## config.mk

```make
export PLATFORM = sky130hd
export DESIGN_NAME = tug_field_n
export DESIGN_NICKNAME = d
export VERILOG_FILES = /design/src/rtl/tug_pkg.sv /design/src/rtl/seg7_digit.sv /design/src/rtl/tug_field_n.sv
export SDC_FILE = /design/constraint.sdc
export NUM_CORES = 1
export LEC_CHECK = 0
export ABC_AREA = 1
export BUFFER_PORTS_ARGS = -buffer_cell sky130_fd_sc_hd__buf_2
export CORE_MARGIN = 2
export CORE_UTILIZATION = 47
export CTS_CLUSTER_SIZE = 8
export DETAILED_ROUTE_END_ITERATION = 10
export PLACE_DENSITY_LB_ADDON = 0.08
export REMOVE_ABC_BUFFERS = 1
export SYNTH_ARGS = -nofsm -noshare
export SYNTH_HDL_FRONTEND = slang
export SYNTH_SLANG_ARGS = --single-unit
```

## constraint.sdc

```tcl
create_clock -name clk -period 1.85 [get_ports clk]
set_clock_uncertainty 0.1 [all_clocks]
set_input_delay 0.37 -clock clk [delete_from_list [all_inputs] [get_ports clk]]
set_output_delay 0.37 -clock clk [all_outputs]
set_load 0.03 [all_outputs]
```

## src/rtl/tug_pkg.sv

```systemverilog
// Shared types and 7-segment constants for the tug-of-war playfield.
package tug_pkg;

    // Round flow: play a round, hold the result for a gap, or stop for good.
    typedef enum logic [1:0] {
        PLAY       = 2'd0,
        GAP        = 2'd1,
        MATCH_OVER = 2'd2
    } state_t;

    // Active-low segment patterns, bit order {g,f,e,d,c,b,a}.
    localparam logic [6:0] SEG_BLANK = 7'b1111111;

    localparam logic [6:0] SEG_DIGIT [0:9] = '{
        7'b1000000,  // 0
        7'b1111001,  // 1
        7'b0100100,  // 2
        7'b0110000,  // 3
        7'b0011001,  // 4
        7'b0010010,  // 5
        7'b0000010,  // 6
        7'b1111000,  // 7
        7'b0000000,  // 8
        7'b0010000   // 9
    };

endpackage

```

## src/rtl/seg7_digit.sv

```systemverilog
// One active-low 7-segment decoder; values above 9 show a blank digit.
module seg7_digit
    import tug_pkg::*;
(
    input  logic [3:0] value,
    output logic [6:0] seg
);

    // Look up the digit pattern, blanking anything that is not a decimal digit.
    always_comb begin
        // NOTE: assign every combinational output a default first so no path leaves it unassigned (which would infer a latch).
        seg = SEG_BLANK;
        if (value <= 4'd9) begin
            seg = SEG_DIGIT[value];
        end
    end

endmodule

```

## src/rtl/tug_field_n.sv

```systemverilog
// Tug-of-war playfield: light bar driven by edge-qualified presses, multi-round
// scoring on two 7-seg digits, automatic round restart and match end.
module tug_field_n
    import tug_pkg::*;
#(
    parameter int NUM_LEDS  = 9,
    parameter int SCORE_MAX = 3,
    parameter int ROUND_GAP = 4
) (
    input  logic                clk,
    input  logic                reset,
    input  logic                pressL,
    input  logic                pressR,
    output logic [NUM_LEDS:1]   LEDR,
    output logic [6:0]          resultL,
    output logic [6:0]          resultR,
    output logic                round_over,
    output logic                match_over
);

    // Position, score and gap counter widths. A one-cycle gap still needs a
    // one-bit counter so the compare below stays well formed.
    localparam int PW = $clog2(NUM_LEDS);
    localparam int SW = $clog2(SCORE_MAX + 1);
    localparam int GW = (ROUND_GAP > 1) ? $clog2(ROUND_GAP) : 1;

    localparam logic [PW-1:0] CTR       = PW'((NUM_LEDS - 1) / 2);
    localparam logic [PW-1:0] POS_LEFT  = PW'(NUM_LEDS - 1);
    localparam logic [PW-1:0] POS_RIGHT = '0;
    localparam logic [SW-1:0] SCORE_TOP = SW'(SCORE_MAX);
    localparam logic [GW-1:0] GAP_LAST  = GW'(ROUND_GAP - 1);

    // Registered state.
    state_t          state;
    logic [PW-1:0]   pos;
    logic [GW-1:0]   gap_cnt;
    logic [SW-1:0]   score_l;
    logic [SW-1:0]   score_r;
    logic            round_over_q;
    logic            pressl_q;
    logic            pressr_q;

    // Next-state values.
    state_t          state_d;
    logic [PW-1:0]   pos_d;
    logic [GW-1:0]   gap_cnt_d;
    logic [SW-1:0]   score_l_d;
    logic [SW-1:0]   score_r_d;
    logic            round_over_d;

    // A press only counts on its rising edge, and only when the other player
    // did not also rise on the same cycle.
    logic rise_l;
    logic rise_r;
    logic move_l;
    logic move_r;

    assign rise_l = pressL & ~pressl_q;
    assign rise_r = pressR & ~pressr_q;
    assign move_l = rise_l & ~rise_r;
    assign move_r = rise_r & ~rise_l;

    // Next-state logic: move the light, award rounds, run the gap timer.
    always_comb begin
        state_d      = state;
        pos_d        = pos;
        gap_cnt_d    = gap_cnt;
        score_l_d    = score_l;
        score_r_d    = score_r;
        round_over_d = 1'b0;

        case (state)
            PLAY: begin
                if (move_l) begin
                    if (pos == POS_LEFT) begin
                        // Left pulled the light off its end: round to L.
                        score_l_d    = score_l + SW'(1);
                        round_over_d = 1'b1;
                        gap_cnt_d    = '0;
                        state_d      = (score_l_d == SCORE_TOP) ? MATCH_OVER : GAP;
                    end else begin
                        pos_d = pos + PW'(1);
                    end
                end else if (move_r) begin
                    if (pos == POS_RIGHT) begin
                        // Right pulled the light off its end: round to R.
                        score_r_d    = score_r + SW'(1);
                        round_over_d = 1'b1;
                        gap_cnt_d    = '0;
                        state_d      = (score_r_d == SCORE_TOP) ? MATCH_OVER : GAP;
                    end else begin
                        pos_d = pos - PW'(1);
                    end
                end
            end

            GAP: begin
                // Hold the result; presses are ignored until the next round.
                if (gap_cnt == GAP_LAST) begin
                    state_d   = PLAY;
                    pos_d     = CTR;
                    gap_cnt_d = '0;
                end else begin
                    gap_cnt_d = gap_cnt + GW'(1);
                end
            end

            MATCH_OVER: begin
                // Frozen until reset.
            end

            default: begin
                state_d = PLAY;
                pos_d   = CTR;
            end
        endcase
    end

    // State register; reset wins over any press activity on the same edge.
    always_ff @(posedge clk) begin
        // NOTE: registered state uses non-blocking assignments so every flop samples the pre-edge values.
        if (reset) begin
            state        <= PLAY;
            pos          <= CTR;
            gap_cnt      <= '0;
            score_l      <= '0;
            score_r      <= '0;
            round_over_q <= 1'b0;
            pressl_q     <= 1'b0;
            pressr_q     <= 1'b0;
        end else begin
            state        <= state_d;
            pos          <= pos_d;
            gap_cnt      <= gap_cnt_d;
            score_l      <= score_l_d;
            score_r      <= score_r_d;
            round_over_q <= round_over_d;
            // History follows the buttons in every state, so a button held
            // through a gap never looks like a fresh press afterwards.
            pressl_q     <= pressL;
            pressr_q     <= pressR;
        end
    end

    // The bar is lit only while a round is in play; position 0 is LEDR[1].
    assign LEDR       = (state == PLAY) ? (NUM_LEDS'(1) << pos) : '0;
    assign round_over = round_over_q;
    assign match_over = (state == MATCH_OVER);

    seg7_digit u_seg_l (
        .value (4'(score_l)),
        .seg   (resultL)
    );

    seg7_digit u_seg_r (
        .value (4'(score_r)),
        .seg   (resultR)
    );

endmodule
```

* Word-level counts from Yosys, hierarchy flattened
Memory sizes are Yosys's and may differ from the RTL's.
Cells that the tools add are included.
** Operators by class
- Bitwise gates (word level) :: 13
- Mux-type cells :: 31
- Add/subtract/negate cells :: 5
- $lt $le $gt $ge :: 4
- Shifts and indexed selects :: 1
- Equality and inequality tests :: 12
- Reduce and logical (&&, ||, !) cells :: 9
** Operators by type and width (number)
- $mux W7 :: 6
- $mux W2 :: 12
- $mux W4 :: 5
- $ne A3 B3 Y1 const B :: 5
- $pmux W4 S3 :: 1
- $ge A5 B5 Y1 const B :: 2
- $not A2 Y5 :: 2
- $reduce_and A5 Y1 :: 2
- $mux W9 :: 1
- $shl A1 B4 Y9 const A :: 1
- $eq A2 B2 Y1 const B :: 4
- $le A2 B4 Y1 const B :: 2
- $reduce_and A4 Y1 :: 2
- $not A1 Y1 :: 7
- $add A2 B1 Y2 const B :: 3
- $pmux W2 S3 :: 1
- $add A4 B1 Y4 const B :: 1
- $and A1 B1 Y1 :: 4
- $eq A4 B4 Y1 const B :: 1
- $logic_not A4 Y1 :: 1
- $mux W1 :: 4
- $pmux W2 S2 :: 1
- $sub A4 B1 Y4 const B :: 1
- $reduce_and A3 Y1 :: 1
- other kinds (5) :: 5
** Storage, ports and cells
- Memory bits (read-only) :: 224
- Logic and storage cells :: 85
- Memories kept :: 2
- Register bits :: 15
** Memory list
- (name not given) :: words 16, bits a word 7, rd ports 1, clocked after Yosys merged registers in 0, wr ports 0, RTL line seg7_digit.sv:14 : seg = SEG_DIGIT[value];
- (name not given) :: words 16, bits a word 7, rd ports 1, clocked after Yosys merged registers in 0, wr ports 0, RTL line seg7_digit.sv:14

* Logic depth before layout (Yosys ltp)
- Word-level depth :: 7
- Depth in mapped cells :: 15
- Mapped depth without buffers :: 15

* Cells and area by module
Synthesis repeated with hierarchy kept, for this count alone.
** Second synthesis, totals
- Cells, all modules :: 217
- Area, all modules :: 1390.1 um^2
** By module, submodules not included
- tug_field_n :: sequential area each 300.3 um^2, times used 1, area an instance 997.2 um^2, cells an instance 155
- seg7_digit :: sequential area each 0.0 um^2, times used 2, area an instance 196.4 um^2, cells an instance 31

* Worst setup path before layout
No wires, ideal clock.
- Path kind :: input to register
- Start :: in pressL
- End :: reg pos[3]
- Path buffers :: 0
- Data required time :: 1.639 ns
- Data arrival time :: 1.721 ns
- Setup slack :: -0.082 ns
- Cell stages on the path :: 13
- Cell sequence :: inv_1 > nor2_1 > ha_1 > inv_1 > ha_1 > nand2_1 > nand3b_1 > nand2_1 > nand2_1 > nand2_1 > nor2_1 > nor2_1 > nor2_1
** On the way
- Cells in the longest elaborated chain, start to end :: 5
- Elaborated cells between the ends (all ways) :: 10
- Those cells by class :: eq/ne (3); mux (2); bitwise (4); reduce/logical (1)
** RTL lines
- from (decl) :: RTL line tug_field_n.sv:12 : input logic pressL,
- $and A1 B1 Y1 * :: RTL line tug_field_n.sv:58 : assign rise_l = pressL & ~pressl_q;
- $not A1 Y1 :: RTL line tug_field_n.sv:61 : assign move_r = rise_r & ~rise_l;
- $and A1 B1 Y1 :: RTL line tug_field_n.sv:61
- $ne A3 B3 Y1 (no line)
- $reduce_and A5 Y1 (no line)
- to (signal assigned) :: RTL line tug_field_n.sv:133 : pos <= pos_d;
- to (decl) :: RTL line tug_field_n.sv:35 : logic [PW-1:0] pos;
Every way passes the cells marked *; elsewhere a longest branch is shown, timed or not.
A chain may end at the register's enable or synchronous reset.

* Worst setup path after layout
- Start :: reg pos[3]
- End :: out LEDR[9] (netlist name)
** On the way
- Cells in the longest elaborated chain, start to end :: 2
** RTL lines
- $shl A1 B4 Y9 :: RTL line tug_field_n.sv:146 : assign LEDR = (state == PLAY) ? (NUM_LEDS'(1) << pos) : '0;
- $mux W9 :: RTL line tug_field_n.sv:146
- to (decl) :: RTL line tug_field_n.sv:14 : output logic [NUM_LEDS:1] LEDR,
Every way passes these cells.

==> results by group <==
Outcome
  • Outcome: complete, no violations

Drt
  • Via density per instance: 4.81
  • DR vias: 1,086
  • Post-DRT Antenna Nets: 0
  • First DRT Iteration DRCs: 21
  • Total Wirelength: 2460 um
  • Wire per inst: 10.9 um
  • First-pass DRT Iterations: 7
  • # DRC: 0

Floorplanning
  • # IOs: 29
  • Initial Util: 50.4%
  • Rows: 17
  • Die Ht: 53.2 um
  • Chip width: 53.2 um
  • Die outline area: 2830 um^2
  • Core area: 2250 um^2

Logic synthesis
  • Netlist cell types: 28
  • EDFF count, synth: 0
  • Synth Flop Type: dfxtp_1
  • Sequential share of the synthesized area: 26.4%
  • Top-area cell type share of the netlist area: 26.4%
  • Most numerous cell in the Yosys netlist: inv_1
  • Asr flop ratio synth: 0%
  • Synth area leader: dfxtp_1
  • Post-Syn Area: 1140 um^2
  • Synthesis warning total: 0
  • Yosys reg bits: 15
  • Top cells by count, synth: inv_1 (26), nor2_1 (22), nand2_1 (21), dfxtp_1 (15), ha_1 (13)
  • Top cells by area, synth: dfxtp_1 (26%), ha_1 (14%), inv_1 (8.6%)
  • Post-Syn Area per Cell: 7.02 um^2
  • Syn Inst Count: 162

Placement
  • Detail Placement HPWL: 1850 um
  • Final Wtd Congestion: 0.861
  • Dpl ws: -0.125 ns
  • Port Buffers: 26

Setup path
  • CP Capture Point: LEDR[9]
  • Startpoint Class: register
  • Worst setup EP type: output port
  • Crit path required time: 1.38 ns
  • Worst R2R End: pos[3]$_SDFFE_PP0P_
  • Crit path cell chain: inv_1 -> nor2_1 -> nand2_1 -> nor2_1 -> buf_2
  • Top Family by Delay on Critical Path: flip-flops
  • Critical path's most frequent cell: nor2_1
  • Critical path depth: 5
  • R2r startpoint: pressr_q$_SDFF_PP0_
  • Worst r2r path cells: 13
  • Largest stage delay on the critical path: 0.40 ns
  • Crit path DAT: 1.31 ns
  • Setup CP Type: reg -> out
  • Buf+Inv Stages, Crit Path: 2
  • Reg-to-reg slack, setup: 0.14 ns
  • Crit path max fanout: 3
  • Critical path origin: pos[3]$_SDFFE_PP0P_
  • Slowest-stage cell, CP: dfxtp_2

Clock network
  • CTS clock-pin slew for the worst setup and hold paths: 0.10 ns
  • CTS tree: built
  • Worst-Skew Late Latency: 0.29 ns
  • Root Driver: clkbuf_4
  • Cts hold-fix bufs: 0
  • H-tree lvl count: 1
  • Maximum clock insertion buffer count: 2
  • # clock sinks: 15
  • TritonCTS Buffers: 3

Timing
  • Final setup fails: 0
  • RSZ-0062 raised after global routing: true
  • F_max: 561 MHz
  • Fin worst setup slack: 0.0679 ns
  • Period minus WS final: 1.78 ns
  • Worst hold margin: 0.220 ns
  • Endpoints failing hold: 0
  • Final period util: 96.3%
  • Slew Limit Fails: 0

Power
  • Maximum VDD drop: 856 uV
  • Switching Power: 0.970 mW
  • Power share of the combinational group: 61.4%
  • Power Density: 1340 nW/um^2
  • Share of total power in sequential cells: 28.1%
  • Leakage: 0.748 nW
  • Pint: 0.946 mW
  • Net Sw Frac: 50.6%
  • Clock share of power: 10.5%

GRT
  • Vias in the first global route: 961
  • Gr usage total: 19.6%
  • GR Util met1: 24.4%
  • Global Route met3 Usage: 3.39%
  • Pin count of the biggest net entering global routing: 10
  • Total congestion overflow: 0
  • First-pass GRT wire length: 4000 um
  • GR Util met2: 33.3%
  • Initial antenna violation count: 0
  • Top Usage Layer GRT: met2

Worst hold path
  • Hold path cells: 3
  • HP Class: in -> reg
  • Worst hold path startpoint: pressR

Final layout
  • Final layout net count: 216
  • Fin util: 63.3%
  • Layout cells sized above 1: 38.9%
  • Final antenna diode count: 0
  • Layout area overhead: 25.4%

Job
  • Max Cap Viol: 0
## through the flow
stage	cells	TNS (ns)	instance area [um^2]	total power, mW
floorplan	155	-0.105	1070	1.28
global placement	219	-0.176	1310	1.54
detailed placement	219	-0.318	1310	1.55
CTS	226	0	1370	1.79
global route	226	-0.0474	1430	2.07
finish	226	0	1430	1.92
## state kept, by name, summed over array words and instances (netlist names)
name	flops
gap_cnt	2
pos	4
pressl_q	1
pressr_q	1
round_over	1
score_l	2
score_r	2
state	2
## routing by layer
layer | vias up | wire (um)
met3 | 2 | 96
met5 | - | 0
met1 | 489 | 1170
li1 | 567 | -
met4 | 0 | 13
met2 | 28 | 1180
## power groups by stage
stage | sequential [mW] | clock, mW | combinational, mW
floorplan | 0.480 | 0 | 0.801
global placement | 0.498 | 0 | 1.04
detailed placement | 0.499 | 0 | 1.05
CTS | 0.495 | 0.204 | 1.09
global route | 0.546 | 0.218 | 1.31
finish | 0.538 | 0.202 | 1.18
## tightest hold or removal path, delay by kind of cell
kind	cells	cell delay [ns]
buf+inv	2	0.13
simple gates	1	0.08
## worst min-delay path by stage
stage | to | slack (ns)
after detailed placement | gap_cnt[1]$_SDFFE_PP0P_ | 0.37
after global routing | pressr_q$_SDFF_PP0_ | 0.25
after floorplan | gap_cnt[1]$_SDFFE_PP0P_ | 0.34
after CTS | pressr_q$_SDFF_PP0_ | 0.20
after global placement | gap_cnt[1]$_SDFFE_PP0P_ | 0.35
final | pressr_q$_SDFF_PP0_ | 0.22
## placed cells by master, fill, tap and decap left out, drive strengths merged
master / count
buf: 37
inv: 29
nor2: 29
nand2: 26
dfxtp: 15
ha: 13
a21oi: 12
nand3: 9
o21ai: 8
clkbuf: 6
and2: 2
nand3b: 2
conb: 2
nor3: 1
xor2: 1
a31oi: 1
mux2i: 1
nand4: 1
or2: 1
nor2b: 1
o211ai: 1
## area by class of cell
cell class	instances	area (um^2)
well taps	28	35.0
flip-flops and latches	15	308
fillers	229	828
multi-input cells	111	713
repair buffers	39	235
inverters	29	109
clock buffers	4	26.3
## cells by family after synthesis
kind of cell / synth area share (%)
AOI/OAI and AO/OA: 10.3
xor gates and xnor gates: 0.770
adders and majority gates: 14.3
buffers and inverters: 15.5
DFF: 26.4
muxes: 0.880
other: 0.330
and+or+nand+nor: 31.5
## timing repair
action / in CTS / in global routing
setup buffers: 3 / 0
resized for setup: 1 / 22
pin swaps: 1 / 7
setup endpoints to repair: 5 / 12
No activity file was read; power rests on OpenSTA's default activity.
